### config.mk
export PLATFORM = sky130hd
export DESIGN_NAME = alu_seq
export DESIGN_NICKNAME = d
export VERILOG_FILES = /design/src/rtl/alu_seq.sv
export SDC_FILE = /design/constraint.sdc
export NUM_CORES = 1
export LEC_CHECK = 0
export ABC_AREA = 1
export CORE_UTILIZATION = 40
export CTS_CLUSTER_DIAMETER = 30
export DETAILED_ROUTE_END_ITERATION = 16
export PLACE_DENSITY = 0.56
export SLEW_MARGIN = 40
export SYNTH_ARGS = -nofsm -noshare
export SYNTH_HDL_FRONTEND = slang
export SYNTH_SLANG_ARGS = --single-unit
### constraint.sdc
create_clock -name clk -period 2.2 [get_ports clk]
set_input_delay 0.22 -clock clk [delete_from_list [all_inputs] [get_ports clk]]
set_output_delay 0.22 -clock clk [all_outputs]
set_load 0.01 [all_outputs]
### src/rtl/alu_seq.sv
// -----------------------------------------------------------------------------
// alu_seq -- registered EX-stage ALU with iterative multiply and divide.
//
// Single-cycle operations (add/sub/logic/compare/shift) register their result
// on the start edge and pulse done in the following cycle. Unsigned multiply
// (shift-add, LSB first) and unsigned divide (restoring, MSB first) iterate
// one bit per clock; busy is high while they run and start is ignored.
//
// Ports:
//   clk, reset        clock and synchronous active-high reset
//   start             request, accepted only when busy=0 (IDLE or DONE)
//   a, b              operands, sampled on the accepting edge only
//   sig_alu_control   4-bit opcode, sampled with start
//   busy              multi-cycle operation in progress
//   done              one-cycle completion pulse
//   result            main result / product low half / quotient
//   result_hi         product high half / remainder, 0 for other ops
//   sig_zero          result == 0
//   sig_overflow      signed overflow of add/sub
//   sig_div_zero      last completed op was divu with b == 0
// -----------------------------------------------------------------------------
module alu_seq #(
    parameter int WIDTH = 16,
    parameter int SHW   = $clog2(WIDTH)
) (
    input  logic             clk,
    input  logic             reset,
    input  logic             start,
    input  logic [WIDTH-1:0] a,
    input  logic [WIDTH-1:0] b,
    input  logic [3:0]       sig_alu_control,
    output logic             busy,
    output logic             done,
    output logic [WIDTH-1:0] result,
    output logic [WIDTH-1:0] result_hi,
    output logic             sig_zero,
    output logic             sig_overflow,
    output logic             sig_div_zero
);

    localparam int CW = $clog2(WIDTH) + 1;

    localparam logic [3:0] OP_ADD  = 4'b0000;
    localparam logic [3:0] OP_SUB  = 4'b0001;
    localparam logic [3:0] OP_AND  = 4'b0010;
    localparam logic [3:0] OP_OR   = 4'b0011;
    localparam logic [3:0] OP_SLT  = 4'b0100;
    localparam logic [3:0] OP_SLTU = 4'b0101;
    localparam logic [3:0] OP_XOR  = 4'b0110;
    localparam logic [3:0] OP_NOR  = 4'b0111;
    localparam logic [3:0] OP_SLL  = 4'b1000;
    localparam logic [3:0] OP_SRL  = 4'b1001;
    localparam logic [3:0] OP_SRA  = 4'b1010;
    localparam logic [3:0] OP_MUL  = 4'b1011;
    localparam logic [3:0] OP_DIVU = 4'b1100;

    typedef enum logic [1:0] {S_IDLE, S_MUL, S_DIV, S_DONE} state_t;

    state_t           state_q, state_d;
    logic [CW-1:0]    cnt_q, cnt_d;
    // Shared iteration registers: {acc, lo} is the product for mul;
    // acc is the partial remainder and lo the dividend/quotient for divu.
    logic [WIDTH-1:0] acc_q, acc_d;
    logic [WIDTH-1:0] lo_q, lo_d;
    logic [WIDTH-1:0] opnd_q, opnd_d;
    logic [WIDTH-1:0] result_q, result_d;
    logic [WIDTH-1:0] result_hi_q, result_hi_d;
    logic             zero_q, zero_d;
    logic             ovf_q, ovf_d;
    logic             dz_q, dz_d;

    logic             can_start;
    logic             last_step;
    logic [WIDTH-1:0] simple_res;
    logic             simple_ovf;
    logic [WIDTH-1:0] sum_ab, diff_ab;
    logic [SHW-1:0]   shamt;
    logic [WIDTH:0]   mul_sum;
    logic [WIDTH:0]   div_shift, div_diff;
    logic             div_take;
    logic [WIDTH-1:0] div_rem, div_quo, mul_lo;

    assign can_start = start && (state_q == S_IDLE || state_q == S_DONE);
    assign last_step = (cnt_q == CW'(1));

    // ---------------- state register ----------------
    // NOTE: reset is sampled inside the clocked block (synchronous), and all
    // sequential state uses non-blocking assignment so every flop sees the
    // pre-edge value of every other flop.
    always_ff @(posedge clk) begin
        if (reset) begin
            state_q     <= S_IDLE;
            cnt_q       <= '0;
            acc_q       <= '0;
            lo_q        <= '0;
            opnd_q      <= '0;
            result_q    <= '0;
            result_hi_q <= '0;
            zero_q      <= 1'b0;
            ovf_q       <= 1'b0;
            dz_q        <= 1'b0;
        end else begin
            state_q     <= state_d;
            cnt_q       <= cnt_d;
            acc_q       <= acc_d;
            lo_q        <= lo_d;
            opnd_q      <= opnd_d;
            result_q    <= result_d;
            result_hi_q <= result_hi_d;
            zero_q      <= zero_d;
            ovf_q       <= ovf_d;
            dz_q        <= dz_d;
        end
    end

    // ---------------- next-state logic ----------------
    // NOTE: every variable assigned in always_comb gets a default first, so
    // no path leaves it unassigned and no latch is inferred.
    always_comb begin
        state_d = state_q;
        unique case (state_q)
            S_IDLE, S_DONE: begin
                if (can_start) begin
                    if (sig_alu_control == OP_MUL)       state_d = S_MUL;
                    else if (sig_alu_control == OP_DIVU) state_d = S_DIV;
                    else                                 state_d = S_DONE;
                end else begin
                    state_d = S_IDLE;
                end
            end
            S_MUL, S_DIV: if (last_step) state_d = S_DONE;
            default:      state_d = S_IDLE;
        endcase
    end

    // ---------------- output logic ----------------
    always_comb begin
        busy = (state_q == S_MUL) || (state_q == S_DIV);
        done = (state_q == S_DONE);
    end

    assign result       = result_q;
    assign result_hi    = result_hi_q;
    assign sig_zero     = zero_q;
    assign sig_overflow = ovf_q;
    assign sig_div_zero = dz_q;

    // ---------------- single-cycle operations ----------------
    assign sum_ab  = a + b;
    assign diff_ab = a - b;
    assign shamt   = b[SHW-1:0];

    always_comb begin
        simple_ovf = 1'b0;
        unique case (sig_alu_control)
            OP_SUB: begin
                simple_res = diff_ab;
                simple_ovf = (a[WIDTH-1] != b[WIDTH-1]) && (diff_ab[WIDTH-1] != a[WIDTH-1]);
            end
            OP_AND:  simple_res = a & b;
            OP_OR:   simple_res = a | b;
            OP_SLT:  simple_res = {{(WIDTH-1){1'b0}}, ($signed(a) < $signed(b))};
            OP_SLTU: simple_res = {{(WIDTH-1){1'b0}}, (a < b)};
            OP_XOR:  simple_res = a ^ b;
            OP_NOR:  simple_res = ~(a | b);
            OP_SLL:  simple_res = a << shamt;
            OP_SRL:  simple_res = a >> shamt;
            OP_SRA:  simple_res = $signed(a) >>> shamt;
            default: begin
                // add, and the unused codes that alias to add
                simple_res = sum_ab;
                simple_ovf = (a[WIDTH-1] == b[WIDTH-1]) && (sum_ab[WIDTH-1] != a[WIDTH-1]);
            end
        endcase
    end

    // ---------------- iteration steps ----------------
    // Shift-add: add multiplicand into the upper half when the current
    // multiplier LSB is set, then shift the whole product right by one.
    assign mul_sum = {1'b0, acc_q} + (lo_q[0] ? {1'b0, opnd_q} : '0);
    assign mul_lo  = {mul_sum[0], lo_q[WIDTH-1:1]};

    // Restoring step. A zero divisor always "subtracts", which drives the
    // quotient to all ones and shifts the dividend unchanged into the
    // remainder -- exactly the required divide-by-zero outputs.
    assign div_shift = {acc_q, lo_q[WIDTH-1]};
    assign div_diff  = div_shift - {1'b0, opnd_q};
    assign div_take  = !div_diff[WIDTH] || (opnd_q == '0);
    assign div_rem   = div_take ? div_diff[WIDTH-1:0] : div_shift[WIDTH-1:0];
    assign div_quo   = {lo_q[WIDTH-2:0], div_take};

    // ---------------- datapath next values ----------------
    always_comb begin
        cnt_d       = cnt_q;
        acc_d       = acc_q;
        lo_d        = lo_q;
        opnd_d      = opnd_q;
        result_d    = result_q;
        result_hi_d = result_hi_q;
        zero_d      = zero_q;
        ovf_d       = ovf_q;
        dz_d        = dz_q;
        unique case (state_q)
            S_IDLE, S_DONE: begin
                if (can_start) begin
                    if (sig_alu_control == OP_MUL || sig_alu_control == OP_DIVU) begin
                        acc_d  = '0;
                        lo_d   = a;
                        opnd_d = b;
                        cnt_d  = CW'(WIDTH);
                    end else begin
                        result_d    = simple_res;
                        result_hi_d = '0;
                        zero_d      = (simple_res == '0);
                        ovf_d       = simple_ovf;
                        dz_d        = 1'b0;
                    end
                end
            end
            S_MUL: begin
                acc_d = mul_sum[WIDTH:1];
                lo_d  = mul_lo;
                cnt_d = cnt_q - CW'(1);
                if (last_step) begin
                    result_d    = mul_lo;
                    result_hi_d = mul_sum[WIDTH:1];
                    zero_d      = (mul_lo == '0);
                    ovf_d       = 1'b0;
                    dz_d        = 1'b0;
                end
            end
            S_DIV: begin
                acc_d = div_rem;
                lo_d  = div_quo;
                cnt_d = cnt_q - CW'(1);
                if (last_step) begin
                    result_d    = div_quo;
                    result_hi_d = div_rem;
                    zero_d      = (div_quo == '0);
                    ovf_d       = 1'b0;
                    dz_d        = (opnd_q == '0);
                end
            end
            default: ;
        endcase
    end

endmodule
# [Yosys cells after proc, flatten, opt, wreduce, memory -nomap -nowiden]
# Index checks and enable logic that the tools add are counted.
[classes] n_shift=3 n_reduce_logical=20 order_cmp=2 n_eq_ne=26 add_sub_neg=5 mux=41 bitwise_logic=4
[ops] op="$mux W16" count=14
[ops] op="$pmux W16 S3" count=4
[ops] op="$pmux W16 S10" count=1
[ops] op="$logic_not A16 Y1" count=4
[ops] op="$lt A16 B16 Y1" count=2
[ops] op="$eq A4 B4 Y1 const B" count=5
[ops] op="$add A16 B16 Y17" count=1
[ops] op="$sub A17 B16 Y17" count=1
[ops] op="$add A16 B16 Y16" count=1
[ops] op="$and A16 B16 Y16" count=1
[ops] op="$eq A4 B3 Y1 const B" count=4
[ops] op="$not A16 Y16" count=1
[ops] op="$or A16 B16 Y16" count=1
[ops] op="$shl A16 B4 Y16" count=1
[ops] op="$shr A16 B4 Y16" count=1
[ops] op="$sshr A16 B4 Y16" count=1
[ops] op="$sub A16 B16 Y16" count=1
[ops] op="$xor A16 B16 Y16" count=1
[ops] op="$mux W1" count=11
[ops] op="$mux W5" count=2
[ops] op="$ne A2 B2 Y1 const B" count=5
[ops] op="$pmux W5 S2" count=1
[ops] op="$reduce_or A9 Y1" count=1
[ops] op="$eq A4 B2 Y1 const B" count=2
[ops] op="20 further kinds" count=34
[word_totals] wordCells=111 out_inout_bits=37 register_bits=90

# [Longest topological paths before layout]
# Gate-level depths: netlist of run 1.
[logic_depth] depth_word=7 depth_mapped=21 mapped_depth_nobuf=19

# [Worst setup path after synthesis of run 1]
# OpenSTA, ideal clock, no wires.
[synth_path] path_type="input to register" startpoint="input port b[2]" endpoint="register zero_q, in the netlist sig_zero" path_slack_ns=-0.126 t_arrival_ns=2.256 stages=20 setup_time_ns=0.070 n_path_buf=3 path_cell_list="buf_2 -> inv_1 -> buf_2 -> ha_1 -> buf_2 -> nor2_1 -> nand2_1 -> nand2_1 -> nand2_1 -> nand2_1 -> nand2_1 -> nand2_1 -> nand2_1 -> nand3_1 -> nand3_1 -> nor2_1 -> nand2_1 -> nor2_1 -> nand3_1 -> a21oi_1"
[synth_between] elab_chain_cells=7 word_cells_on_any_way=16 classes_between="add/sub (2); order compare (2); shift (3); mux (4); bitwise (4); reduce/logical (1)"
[synth_rtl] element="start: declaration" line="30" source="input logic [WIDTH-1:0] b,"
[synth_rtl] element="branches (longest 2 deep; another with $add A16 B16 Y16)"
[synth_rtl] element="$pmux W16 S10 *" line="155" source="unique case (sig_alu_control)"
[synth_rtl] element="$logic_not A16 Y1 *" line="214" source="zero_d = (simple_res == '0);"
[synth_rtl] element="$mux W1 *" line="206" source="if (sig_alu_control == OP_MUL || sig_alu_control == OP_DIVU) begin"
[synth_rtl] element="$mux W1 *" line="205" source="if (can_start) begin"
[synth_rtl] element="$pmux W1 S3 *" line="203" source="unique case (state_q)"
[synth_rtl] element="end signal: assignment" line="110" source="zero_q <= zero_d;"
[synth_rtl] element="end: declaration" line="68" source="logic zero_q, zero_d;"
# Mark *: on every way between the ends. The select of a mux whose other input is x is not followed.
# A chain may end at the register's enable or synchronous reset.

# [Worst setup path after layout of run 1]
[layout_path] startpoint="register lo_q[15]" endpoint="register result_hi_q[6], in the netlist result_hi[6]"
[layout_between] elab_chain_cells=6
[layout_rtl] element="start: declaration" line="64" source="logic [WIDTH-1:0] lo_q, lo_d;"
[layout_rtl] element="start signal: assignment" line="106" source="lo_q <= lo_d;"
[layout_rtl] element="$sub A17 B16 Y17 *" line="187" source="assign div_diff = div_shift - {1'b0, opnd_q};"
[layout_rtl] element="$logic_not A1 Y1" line="188" source="assign div_take = !div_diff[WIDTH] || (opnd_q == '0);"
[layout_rtl] element="$logic_or A1 B1 Y1" line="188"
[layout_rtl] element="$mux W16 *" line="189" source="assign div_rem = div_take ? div_diff[WIDTH-1:0] : div_shift[WIDTH-1:0];"
[layout_rtl] element="$mux W16 *" line="236" source="if (last_step) begin"
[layout_rtl] element="$pmux W16 S3 *" line="203"
[layout_rtl] element="end signal: assignment" line="109" source="result_hi_q <= result_hi_d;"
[layout_rtl] element="end: declaration" line="67" source="logic [WIDTH-1:0] result_hi_q, result_hi_d;"
# Mark *: on every way between the ends. The rest lies on a longest branch, timed or not. The select of a mux whose other input is x is not followed.

==> impl_metrics.prom, run 1 <==
# TYPE chip_impl_metric gauge
chip_impl_metric{name="rrSetupSlack",unit="ns"} -0.20
chip_impl_metric{name="post-route-cell-area",unit="um2"} 15420
chip_impl_metric{name="drc_errors",unit=""} 0
chip_impl_metric{name="syn_area",unit="um2"} 10320
chip_impl_metric{name="clock_skew",unit="ns"} 0.01507
chip_impl_metric{name="first_pass_detailed_route_iteration_total",unit=""} 5
chip_impl_metric{name="die_area",unit="um2"} 26460
chip_impl_metric{name="final-instance-count-excl-fill",unit=""} 2583
chip_impl_metric{name="top_level_ports",unit=""} 76
chip_impl_metric{name="final_layout_size_suffix_gt1_share",unit="%"} 26.74
chip_impl_metric{name="htree_num_levels",unit=""} 3
chip_impl_metric{name="peakVddDrop",unit="uV"} 761.8
chip_impl_metric{name="post_synth.cell_area_avg",unit="um2"} 5.595
chip_impl_metric{name="fin_util",unit="%"} 61.07
chip_impl_info{name="master_cell_of_the_clock_root_buffer",value="clkbuf_16"} 1
chip_impl_metric{name="worst_slew_pin_slew",unit="ns"} 0.6405
chip_impl_info{name="setup.worst_path.start_class",value="flop"} 1
chip_impl_metric{name="r2r.worst_path.cells",unit=""} 18
chip_impl_info{name="run_status",value="complete, but fails checks"} 1
chip_impl_metric{name="cp_max_fo",unit=""} 5
chip_impl_metric{name="initial_core_util",unit="%"} 40.88
chip_impl_metric{name="route.vias.total",unit=""} 13700
chip_impl_metric{name="pin_count_of_the_biggest_net_entering_global_routing",unit=""} 54
chip_impl_info{name="tritoncts",value="done"} 1
chip_impl_metric{name="max_slew_margin",unit="%"} 57.30
chip_impl_info{name="worstHoldStart",value="b[12]"} 1
chip_impl_metric{name="tns",unit="ns"} -4.883
chip_impl_metric{name="final-hold-violation-count",unit=""} 0
chip_impl_metric{name="design.final.nets",unit=""} 2375
chip_impl_metric{name="postCtsHoldBufs",unit=""} 0
chip_impl_metric{name="final.setup.worst_slack",unit="ns"} -0.2045
chip_impl_metric{name="die_y",unit="um"} 162.7
chip_impl_metric{name="routedWlPerCell",unit="um"} 18.35
chip_impl_metric{name="drt_wl_total",unit="um"} 47410
chip_impl_info{name="synth.largest_area_cell",value="nand2_1"} 1
chip_impl_metric{name="synth_compound_area_share",unit="%"} 16.10
chip_impl_info{name="timing.setup.critical_path_class",value="flop to flop"} 1
chip_impl_metric{name="globalRouteTotalUtil",unit="%"} 35.81
chip_impl_info{name="setup.worst_path.end_class",value="flop"} 1
chip_impl_info{name="timing.rr.start",value="lo_q[15]"} 1
chip_impl_metric{name="routabilityCongestion",unit=""} 1.032
chip_impl_metric{name="post_drt_via_cell_ratio",unit=""} 5.304
chip_impl_metric{name="total_global_routing_overflow",unit=""} 0
chip_impl_metric{name="dp_hpwl",unit="um"} 38380
chip_impl_metric{name="synth.yosys.seq_area_share",unit="%"} 17.45
chip_impl_metric{name="static-leakage-power",unit="nW"} 7.998
chip_impl_metric{name="ys.warnings.count",unit=""} 0
chip_impl_info{name="setup_repair_after_global_routing_missed_its_margin",value="true"} 1
chip_impl_metric{name="yosys-mux-area-fraction",unit="%"} 0
chip_impl_metric{name="cts-buffers-inserted",unit=""} 9
chip_impl_metric{name="fp.dieW",unit="um"} 162.7
chip_impl_metric{name="period_share",unit="%"} 109.3
chip_impl_metric{name="syn_to_final_growth",unit="%"} 49.39
chip_impl_info{name="synth_top_family_by_area",value="simple AND/OR/NAND/NOR gates"} 1
chip_impl_metric{name="cp.arrival",unit="ns"} 2.62
chip_impl_metric{name="std_cell_rows",unit=""} 58
chip_impl_metric{name="fillerInstances",unit=""} 2535
chip_impl_info{name="synth.area.top_cells",value="nand2_1 22%, dfxtp_1 17%, ha_1 10%, nand3_1 10%, inv_1 8.2%"} 1
chip_impl_info{name="worstHoldEndpoint",value="opnd_q[12]"} 1
chip_impl_info{name="failed_checks",value="negative setup slack"} 1
chip_impl_metric{name="dp_worst_setup_slack",unit="ns"} -0.7184
chip_impl_metric{name="whs_path_depth",unit=""} 4
chip_impl_metric{name="synthSimpleGateAreaFrac",unit="%"} 41.63
chip_impl_metric{name="placed_area",unit="um2"} 14100
chip_impl_metric{name="clkTransAtPathRegs",unit="ns"} 0.07
chip_impl_metric{name="maxClockFrequency",unit="MHz"} 415.9
chip_impl_metric{name="grt_pass1_wl",unit="um"} 71620
chip_impl_metric{name="place_inst",unit=""} 2541
chip_impl_metric{name="postRouteAntennaNets",unit=""} 0
chip_impl_metric{name="clk-insertion-delay-late",unit="ns"} 0.36
chip_impl_metric{name="max-clock-path-buffers",unit=""} 2
chip_impl_metric{name="drt-initial-drc-count",unit=""} 1509
chip_impl_metric{name="max_capacitance_violation_total",unit=""} 0
chip_impl_metric{name="power-per-cell-area",unit="nW/um2"} 749.3
chip_impl_metric{name="yosysTopAreaCellShare",unit="%"} 22.47
chip_impl_metric{name="final_max_slew_viol_count",unit=""} 0
chip_impl_metric{name="synth_xor_area_share",unit="%"} 1.273
chip_impl_metric{name="critical_path_required",unit="ns"} 2.41
chip_impl_info{name="hold_class",value="primary input to flop"} 1
chip_impl_info{name="regToRegEndpoint",value="result_hi[6]"} 1
chip_impl_metric{name="core-area",unit="um2"} 25250
chip_impl_metric{name="post_synthesis_register_bit_count",unit=""} 90
chip_impl_metric{name="cts.sinks",unit=""} 90
chip_impl_metric{name="post_synth_inst_count",unit=""} 1845
chip_impl_metric{name="first_global_vias",unit=""} 12790
chip_impl_metric{name="report.final.setup_viol",unit=""} 35
chip_impl_metric{name="synth_fp_nets",unit=""} 1974
chip_impl_metric{name="antenna_found_initial",unit=""} 1
chip_impl_metric{name="finalWorstPathRequiredPeriod",unit="ns"} 2.405
chip_impl_metric{name="synthAdderAreaFrac",unit="%"} 11.20
chip_impl_metric{name="port_buffers",unit=""} 75
chip_impl_metric{name="synth.lib_cells_used.distinct",unit=""} 43
-- worst max-delay path, cell delays in order (launching register included) --
cell and delay (ns):
dfxtp_2 0.33, inv_2 0.07, ha_4 0.12, inv_2 0.03, fa_2 0.36, nand3_2 0.08
nand3_2 0.09, nand2_2 0.08, nand2_2 0.07, nand2_2 0.07, nand2_2 0.05, nand2_2 0.07
nand3_4 0.09, buf_12 0.16, buf_12 0.13, o211ai_1 0.17, nand2_1 0.12, nand3_1 0.10
a21oi_1 0.06
-- layout by cell type, fill, tap and decap left out, types with 4 or more instances in the layout --
master | Yosys | layout
o211ai_1 | 12 | 12
buf_6 | 8 | 5
nor2_4 | 0 | 15
a31oi_1 | 34 | 34
nand2_2 | 0 | 43
o21ai_0 | 89 | 81
or2_2 | 5 | 5
dfxtp_1 | 90 | 88
nor3_1 | 14 | 9
a21oi_1 | 125 | 118
nand2_4 | 0 | 4
buf_12 | 0 | 19
nor3_2 | 1 | 5
fa_2 | 0 | 4
nor2_2 | 3 | 24
clkdlybuf4s50_1 | 0 | 43
xnor2_1 | 5 | 5
nand4_1 | 21 | 21
a21oi_2 | 0 | 6
a21o_1 | 6 | 6
o21ai_1 | 7 | 9
o22ai_1 | 13 | 13
nand2_1 | 618 | 571
nor4_1 | 7 | 7
o21ai_2 | 0 | 6
inv_1 | 225 | 197
ha_1 | 86 | 64
xor2_1 | 10 | 10
ha_2 | 0 | 4
buf_4 | 4 | 366
nand3_1 | 212 | 201
dlymetal6s2s_1 | 0 | 24
inv_2 | 5 | 30
nand3_2 | 2 | 12
dlygate4sd2_1 | 0 | 5
clkbuf_16 | 0 | 10
ha_4 | 0 | 18
nor2_1 | 149 | 113
-- what timing repair did --
action / in CTS / in global routing
resized for setup: 98 / 148
gates cloned: 2 / 1
setup buffers: 5 / 16
setup endpoints to repair: 52 / 68
pin swaps: 27 / 40
-- sequential cells by signal, indices dropped and copies added (netlist names) --
| name | count |
|---|---|
| result | 16 |
| acc_q | 16 |
| cnt_q | 5 |
| opnd_q | 16 |
| state_q | 2 |
| lo_q | 16 |
| sig_zero | 1 |
| sig_overflow | 1 |
| result_hi | 16 |
| sig_div_zero | 1 |
-- through the flow --
stage	hold slack, ns	total power (W)
floorplan	0.3901	0.005760
global placement	0.4484	0.008684
detailed placement	0.4536	0.008715
CTS	0.3912	0.01107
global route	0.3491	0.01235
finish	0.3370	0.01156
-- worst max path at each step --
| stage | slack [ns] | endpoint | startpoint | cells after the start |
|---|---|---|---|---|
| after floorplan | -0.03 | sig_zero | b[1] | 20 |
| final | -0.20 | result_hi[6] | lo_q[15] | 18 |
| after global placement | -0.69 | sig_zero | a[11] | 17 |
| after detailed placement | -0.72 | sig_zero | a[0] | 17 |
| after CTS | -0.23 | result_hi[6] | lo_q[15] | 18 |
| after global routing | -0.40 | result_hi[8] | lo_q[15] | 18 |
-- cells in the mapped netlist, drive strengths merged --
cell type  instances
o221ai             1
nand2            618
nor2             152
nor3              15
a211oi             1
o211ai            12
o21ai             96
a21oi            125
nand3            214
nand4             21
dfxtp             90
o211a              1
nor4               7
inv              231
nand3b             1
o22ai             13
or2                5
and2               4
o32ai              1
a21boi             2
xnor2              5
clkbuf            35
a21o               6
ha                86
buf               44
a31oi             34
fa                 4
a22o               1
o31ai              2
xor2              10
clkinv             1
o21a               3
o21bai             4
-- per-layer routing --
layer,part of all wire (%),vias up,track usage [%],wire length [um]
met5,0,-,0,0
met4,2.4,0,9.856,1133
met3,8.8,68,7.207,4182
met2,44,501,56.14,20640
met1,45,6320,49.45,21450
li1,-,6810,-,-
-- final cells by class --
class	count	area [um2]	area share [%]
tap	330	412.9	2.677
timing repair buffer	469	4069	26.38
antenna	2	5.005	0.03245
sequential	90	1804	11.70
multi-input combinational	1444	7955	51.58
inverter	232	883.3	5.728
clock inverter	7	67.56	0.4381
clock buffer	9	225.2	1.460
-- logic make-up after synthesis --
group / count (synthesis)
AO/OA/AOI/OAI: 302
XOR/XNOR: 15
adder cells (fa/ha/maj): 90
buffers and inverters: 311
flip-flops: 90
AND/OR/NAND/NOR: 1037
-- where the power goes --
part | internal, W | switching [W] | total (W)
combinational | 0.00353 | 0.00430 | 0.00783
clock | 0.000802 | 0.000778 | 0.00158
sequential | 0.00193 | 0.000211 | 0.00215
total | 0.00627 | 0.00529 | 0.0116
Power figures use the tool's default switching activity.
==> run 2: changes to the inputs <==
--- a/config.mk
+++ b/config.mk
@@ -9,7 +9,7 @@
 export CORE_UTILIZATION = 40
 export CTS_CLUSTER_DIAMETER = 30
 export DETAILED_ROUTE_END_ITERATION = 16
-export PLACE_DENSITY = 0.56
+export PLACE_DENSITY = 0.72
 export SLEW_MARGIN = 40
 export SYNTH_ARGS = -nofsm -noshare
 export SYNTH_HDL_FRONTEND = slang
==> impl_metrics.prom, run 2 (synthesis gave the netlist of run 1 again) <==
# TYPE chip_impl_metric gauge
chip_impl_info{name="run_status",value="complete, but fails checks"} 1
chip_impl_info{name="failed_checks",value="negative setup slack"} 1
chip_impl_metric{name="clock_skew",unit="ns"} 0.009989
chip_impl_metric{name="worst_path_largest_cell_delay",unit="ns"} 0.37
chip_impl_info{name="master_cell_of_the_clock_root_buffer",value="clkbuf_16"} 1
chip_impl_info{name="cp_top_family",value="simple AND/OR/NAND/NOR gates"} 1
chip_impl_metric{name="drc_errors",unit=""} 0
chip_impl_info{name="setup.worst_path.start_class",value="flop"} 1
chip_impl_metric{name="clkTransAtPathRegs",unit="ns"} 0.07
chip_impl_metric{name="final_layout_size_suffix_gt1_share",unit="%"} 26.12
chip_impl_metric{name="tns",unit="ns"} -7.210
chip_impl_metric{name="placed_area",unit="um2"} 13820
chip_impl_metric{name="routabilityCongestion",unit=""} 1.028
chip_impl_metric{name="finalWorstPathRequiredPeriod",unit="ns"} 2.458
chip_impl_metric{name="postRouteAntennaNets",unit=""} 0
chip_impl_metric{name="htree_num_levels",unit=""} 3
chip_impl_metric{name="final-hold-violation-count",unit=""} 0
chip_impl_metric{name="max_slew_margin",unit="%"} 56.50
chip_impl_metric{name="met3_usage",unit="%"} 5.933
chip_impl_info{name="path_common_cell",value="nand2_2"} 1
chip_impl_metric{name="power-per-cell-area",unit="nW/um2"} 764.5
chip_impl_metric{name="report.final.setup_viol",unit=""} 35
chip_impl_metric{name="static-leakage-power",unit="nW"} 7.861
chip_impl_metric{name="post_drt_via_cell_ratio",unit=""} 5.427
chip_impl_metric{name="peakVddDrop",unit="uV"} 762.5
chip_impl_info{name="grt_busiest_layer",value="met2"} 1
chip_impl_metric{name="max-clock-path-buffers",unit=""} 2
chip_impl_metric{name="globalRouteTotalUtil",unit="%"} 35.46
chip_impl_metric{name="fillerInstances",unit=""} 2489
chip_impl_info{name="timing.setup.critical_path_class",value="flop to flop"} 1
chip_impl_metric{name="design.final.nets",unit=""} 2352
chip_impl_info{name="setup.worst_path.end_class",value="flop"} 1
chip_impl_metric{name="whs",unit="ns"} 0.3695
chip_impl_metric{name="total_global_routing_overflow",unit=""} 0
chip_impl_metric{name="antenna_found_initial",unit=""} 0
chip_impl_metric{name="die_area",unit="um2"} 26460
chip_impl_metric{name="dp_hpwl",unit="um"} 37870
chip_impl_metric{name="grt_pass1_wl",unit="um"} 71580
chip_impl_metric{name="final.setup.worst_slack",unit="ns"} -0.2578
chip_impl_metric{name="critical_path_required",unit="ns"} 2.41
chip_impl_metric{name="port_buffers",unit=""} 75
chip_impl_metric{name="post-route-cell-area",unit="um2"} 15280
chip_impl_metric{name="max_capacitance_violation_total",unit=""} 0
chip_impl_metric{name="drt_wl_total",unit="um"} 47430
chip_impl_metric{name="route.vias.total",unit=""} 13890
chip_impl_metric{name="clk-insertion-delay-late",unit="ns"} 0.36
chip_impl_metric{name="dp_worst_setup_slack",unit="ns"} -0.7469
chip_impl_metric{name="groute.layer.met1.usage",unit="%"} 44.85
chip_impl_info{name="setup_repair_after_global_routing_missed_its_margin",value="true"} 1
chip_impl_metric{name="die_y",unit="um"} 162.7
chip_impl_metric{name="period_share",unit="%"} 111.7
chip_impl_metric{name="fp.dieW",unit="um"} 162.7
chip_impl_metric{name="pin_count_of_the_biggest_net_entering_global_routing",unit=""} 54
chip_impl_metric{name="cp_max_fo",unit=""} 6
chip_impl_metric{name="final_max_slew_viol_count",unit=""} 0
chip_impl_metric{name="std_cell_rows",unit=""} 58
chip_impl_metric{name="drt-initial-drc-count",unit=""} 1425
chip_impl_metric{name="initial_core_util",unit="%"} 40.88
chip_impl_info{name="hold_class",value="primary input to flop"} 1
chip_impl_metric{name="cp.arrival",unit="ns"} 2.67
chip_impl_info{name="critical_path.cell_chain",value="inv_2, ha_4, inv_2, fa_2, nand3_2, nand3_2, nand2_2, nand2_2, nand2_2, nand2_2, nand2_2, nand3_4, buf_12, o211ai_1, nand2_1, nand2_1, a21oi_1"} 1
chip_impl_metric{name="use_met2",unit="%"} 59.01
chip_impl_metric{name="worst_slew_pin_slew",unit="ns"} 0.6525
chip_impl_metric{name="critical_path_buffer_and_inverter_count",unit=""} 3
chip_impl_metric{name="core-area",unit="um2"} 25250
chip_impl_metric{name="postCtsHoldBufs",unit=""} 0
chip_impl_info{name="final_common_cell",value="nand2_1"} 1
chip_impl_metric{name="cts-buffers-inserted",unit=""} 9
chip_impl_metric{name="routedWlPerCell",unit="um"} 18.53
chip_impl_info{name="cell_type_of_the_slowest_stage_on_the_worst_timing_path",value="fa_2"} 1
chip_impl_metric{name="maxClockFrequency",unit="MHz"} 406.9
chip_impl_info{name="most_frequent_cells_in_the_layout",value="572 x nand2_1, 346 x buf_4, 202 x inv_1, 195 x nand3_1, 116 x nor2_1"} 1
chip_impl_metric{name="syn_to_final_growth",unit="%"} 48.04
chip_impl_metric{name="first_global_vias",unit=""} 12910
chip_impl_metric{name="first_pass_detailed_route_iteration_total",unit=""} 6
chip_impl_info{name="tritoncts",value="done"} 1
chip_impl_metric{name="top_level_ports",unit=""} 76
chip_impl_metric{name="power",unit="W"} 0.01168
chip_impl_metric{name="cts.sinks",unit=""} 90
[run 2: routing by layer]
metal	part of all wire [%]	vias up
met4	5.1	0
met5	0	-
met1	42	6389
met2	46	611
li1	-	6753
met3	7.5	135
[run 2: repair_timing]
action | CTS | global route
pin swaps | 20 | 44
setup endpoints to repair | 52 | 69
cloned | 3 | 1
resized for setup | 141 | 134
setup buffers | 11 | 10
[run 2: per-stage QoR]
step                      std cells  utilization (%)
after floorplan                1845                -
after global placement         2517            54.72
after detailed placement       2517            54.72
after CTS                      2547            58.43
after global routing           2558            60.51
final                          2559            60.52
[run 2: path summary, 6_finish.rpt]
path / startpoint / end / slack [ns] / cells after the start
setup / recovery: lo_q[15] / acc_q[4] / -0.26 / 17
hold / removal: b[5] / opnd_q[5] / 0.37 / 4
setup reg to reg: lo_q[15] / acc_q[4] / -0.26 / 17
hold reg to reg: result_hi[2] / result_hi[2] / 0.46 / 2
[run 2: worst reg2reg max path: cells and delay by family, from the launching register on]
family / cells / cell delay [ns]
AND/OR/NAND/NOR: 10 / 0.90
adder cells (fa/ha/maj): 2 / 0.50
flip-flops: 1 / 0.32
buffers and inverters: 3 / 0.32
AO/OA/AOI/OAI: 2 / 0.27
[run 2: report_power, final]
group / switching (W) / total, W / internal, W
clock network: 0.000707 / 0.00162 / 0.000916
logic: 0.00457 / 0.00792 / 0.00335
registers: 0.000208 / 0.00214 / 0.00193
total: 0.00549 / 0.0117 / 0.00620
[run 2: area by class of cell]
| cell class | instances | area (um2) | share of cell area [%] |
|---|---|---|---|
| clock inverters | 5 | 61.31 | 0.4011 |
| diodes | 1 | 2.502 | 0.01637 |
| well taps | 330 | 412.9 | 2.702 |
| flip-flops and latches | 90 | 1808 | 11.83 |
| clock buffers | 11 | 242.7 | 1.588 |
| repair buffers | 446 | 3824 | 25.02 |
| multi-input cells | 1444 | 8055 | 52.71 |
| inverters | 232 | 877.1 | 5.739 |
==> run 3: changes to the inputs <==
--- a/config.mk
+++ b/config.mk
@@ -14,3 +14,4 @@
 export SYNTH_ARGS = -nofsm -noshare
 export SYNTH_HDL_FRONTEND = slang
 export SYNTH_SLANG_ARGS = --single-unit
+export TNS_END_PERCENT = 50
==> impl_metrics.prom, run 3 (synthesis gave the netlist of run 1 again) <==
# TYPE chip_impl_metric gauge
chip_impl_metric{name="static-leakage-power",unit="nW"} 7.746
chip_impl_metric{name="peakVddDrop",unit="uV"} 737.2
chip_impl_info{name="tritoncts",value="done"} 1
chip_impl_metric{name="drc_errors",unit=""} 0
chip_impl_metric{name="globalRouteTotalUtil",unit="%"} 35.57
chip_impl_metric{name="tns",unit="ns"} -7.095
chip_impl_metric{name="postCtsHoldBufs",unit=""} 0
chip_impl_info{name="most_frequent_cells_in_the_layout",value="583 x nand2_1, 345 x buf_4, 209 x inv_1, 192 x nand3_1, 117 x nor2_1"} 1
chip_impl_metric{name="final-instance-count-excl-fill",unit=""} 2553
chip_impl_info{name="setup_repair_after_global_routing_missed_its_margin",value="true"} 1
chip_impl_metric{name="max_capacitance_violation_total",unit=""} 0
chip_impl_info{name="timing.setup.critical_path_class",value="flop to flop"} 1
chip_impl_metric{name="clock_skew",unit="ns"} 0.01080
chip_impl_metric{name="place_inst",unit=""} 2517
chip_impl_metric{name="post_drt_via_cell_ratio",unit=""} 5.432
chip_impl_metric{name="period_share",unit="%"} 111.8
chip_impl_metric{name="critical_path_required",unit="ns"} 2.40
chip_impl_metric{name="antenna_found_initial",unit=""} 0
chip_impl_metric{name="first_pass_detailed_route_iteration_total",unit=""} 6
chip_impl_info{name="path_common_cell",value="nand2_2"} 1
chip_impl_metric{name="routed-wl-met3",unit="um"} 3440
chip_impl_metric{name="max_slew_margin",unit="%"} 55.37
chip_impl_metric{name="std_cell_rows",unit=""} 58
chip_impl_metric{name="final.setup.worst_slack",unit="ns"} -0.2605
chip_impl_metric{name="design.final.nets",unit=""} 2346
chip_impl_metric{name="cts.sinks",unit=""} 90
chip_impl_info{name="master_cell_of_the_clock_root_buffer",value="clkbuf_16"} 1
chip_impl_info{name="setup.worst_path.end_class",value="flop"} 1
chip_impl_metric{name="power-per-cell-area",unit="nW/um2"} 768.0
chip_impl_metric{name="final_max_slew_viol_count",unit=""} 0
chip_impl_metric{name="fp.dieW",unit="um"} 162.7
chip_impl_metric{name="dp_hpwl",unit="um"} 37870
chip_impl_metric{name="pin_count_of_the_biggest_net_entering_global_routing",unit=""} 54
chip_impl_metric{name="clk-insertion-delay-late",unit="ns"} 0.35
chip_impl_metric{name="core-area",unit="um2"} 25250
chip_impl_metric{name="htree_num_levels",unit=""} 3
chip_impl_metric{name="syn_to_final_growth",unit="%"} 47.16
chip_impl_metric{name="cts-buffers-inserted",unit=""} 9
chip_impl_metric{name="total_global_routing_overflow",unit=""} 0
chip_impl_metric{name="port_buffers",unit=""} 75
chip_impl_metric{name="worst_path_largest_cell_delay",unit="ns"} 0.37
chip_impl_metric{name="wl_met2",unit="um"} 21690
chip_impl_metric{name="top_level_ports",unit=""} 76
chip_impl_metric{name="critical_path_buffer_and_inverter_count",unit=""} 3
chip_impl_metric{name="cp.arrival",unit="ns"} 2.66
chip_impl_metric{name="post-route-cell-area",unit="um2"} 15190
chip_impl_metric{name="final_layout_size_suffix_gt1_share",unit="%"} 25.29
chip_impl_metric{name="postRouteAntennaNets",unit=""} 0
chip_impl_metric{name="maxClockFrequency",unit="MHz"} 406.4
chip_impl_metric{name="final-hold-violation-count",unit=""} 0
chip_impl_info{name="top_layer_used",value="met4"} 1
chip_impl_metric{name="clkTransAtPathRegs",unit="ns"} 0.07
chip_impl_metric{name="routabilityCongestion",unit=""} 1.028
chip_impl_info{name="final_common_cell",value="nand2_1"} 1
chip_impl_metric{name="initial_core_util",unit="%"} 40.88
chip_impl_metric{name="drt-initial-drc-count",unit=""} 1524
chip_impl_info{name="hold_class",value="primary input to flop"} 1
chip_impl_metric{name="die_area",unit="um2"} 26460
chip_impl_metric{name="routedWlPerCell",unit="um"} 18.53
chip_impl_metric{name="drt_wl_total",unit="um"} 47310
chip_impl_info{name="critical_path.cell_chain",value="inv_2, ha_4, inv_2, fa_2, nand3_2, nand3_2, nand2_2, nand2_2, nand2_2, nand2_2, nand2_2, nand3_4, buf_8, nor2_4, nor2_1, nand2_1, nand2_2, nand2_1, a21oi_1"} 1
chip_impl_info{name="setup.worst_path.start_class",value="flop"} 1
chip_impl_metric{name="route.vias.total",unit=""} 13870
chip_impl_metric{name="finalWorstPathRequiredPeriod",unit="ns"} 2.460
chip_impl_metric{name="die_y",unit="um"} 162.7
chip_impl_info{name="run_status",value="complete, but fails checks"} 1
chip_impl_metric{name="report.final.setup_viol",unit=""} 38
chip_impl_info{name="cp_top_family",value="simple AND/OR/NAND/NOR gates"} 1
chip_impl_metric{name="detail_route.wirelength.met1",unit="um"} 19900
chip_impl_info{name="failed_checks",value="negative setup slack"} 1
chip_impl_metric{name="cp_max_fo",unit=""} 7
chip_impl_info{name="cell_type_of_the_slowest_stage_on_the_worst_timing_path",value="fa_2"} 1
chip_impl_metric{name="max-clock-path-buffers",unit=""} 2
chip_impl_metric{name="worst_slew_pin_slew",unit="ns"} 0.6695
chip_impl_metric{name="grt_pass1_wl",unit="um"} 71750
chip_impl_metric{name="placed_area",unit="um2"} 13820
chip_impl_metric{name="first_global_vias",unit=""} 12910
## run 3: cell type report
type | instances | area [um2]
Antenna cell | 1 | 2.502
Clock buffer | 11 | 242.7
Clock inverter | 5 | 61.31
Fill cell | 2500 | 10060
Inverter | 232 | 877.1
Multi-Input combinational cell | 1444 | 8044
Sequential cell | 90 | 1808
Tap cell | 330 | 412.9
Timing Repair Buffer | 440 | 3744
## run 3: timing repair
action	CTS	global route
hold endpoints to repair	0	0
setup endpoints to repair	52	71
setup buffers	11	4
gates cloned	3	1
pin swaps	19	45
gates resized for setup	142	97
## run 3: worst paths after layout
| path | cells past startpoint | endpoint | startpoint | slack (ns) |
|---|---|---|---|---|
| hold / removal | 4 | opnd_q[5] | b[5] | 0.36 |
| hold reg to reg | 2 | result_hi[2] | result_hi[2] | 0.46 |
| setup / recovery | 19 | acc_q[11] | lo_q[15] | -0.26 |
| setup reg to reg | 19 | acc_q[11] | lo_q[15] | -0.26 |
## run 3: worst min-delay path: stages
cell and delay, ns:
dlymetal6s2s_1 0.14, inv_2 0.09, buf_4 0.15, a21oi_1 0.06
## run 3: metal layers
metal,global-route usage [%],vias up
li1,-,6744
met1,45.04,6397
met2,59.05,607
met3,5.831,119
met4,15.97,0
met5,0,-
## run 3: power by group
group	switching, W	internal, W	leakage [nW]
logic	0.00456	0.00335	6.87
clock network	0.000696	0.000917	0.138
registers	0.000209	0.00193	0.734
total	0.00547	0.00620	7.75
## run 3: stage by stage
step                setup WS [ns]  total power, W  hold slack, ns  util (%)
floorplan                -0.03318        0.005760          0.3901         -
global placement          -0.7312        0.008528          0.4490     54.72
detailed placement        -0.7469        0.008574          0.4498     54.72
CTS                       -0.1938         0.01098          0.4376     58.58
global route              -0.3830         0.01235          0.3748     60.15
finish                    -0.2605         0.01167          0.3591     60.16
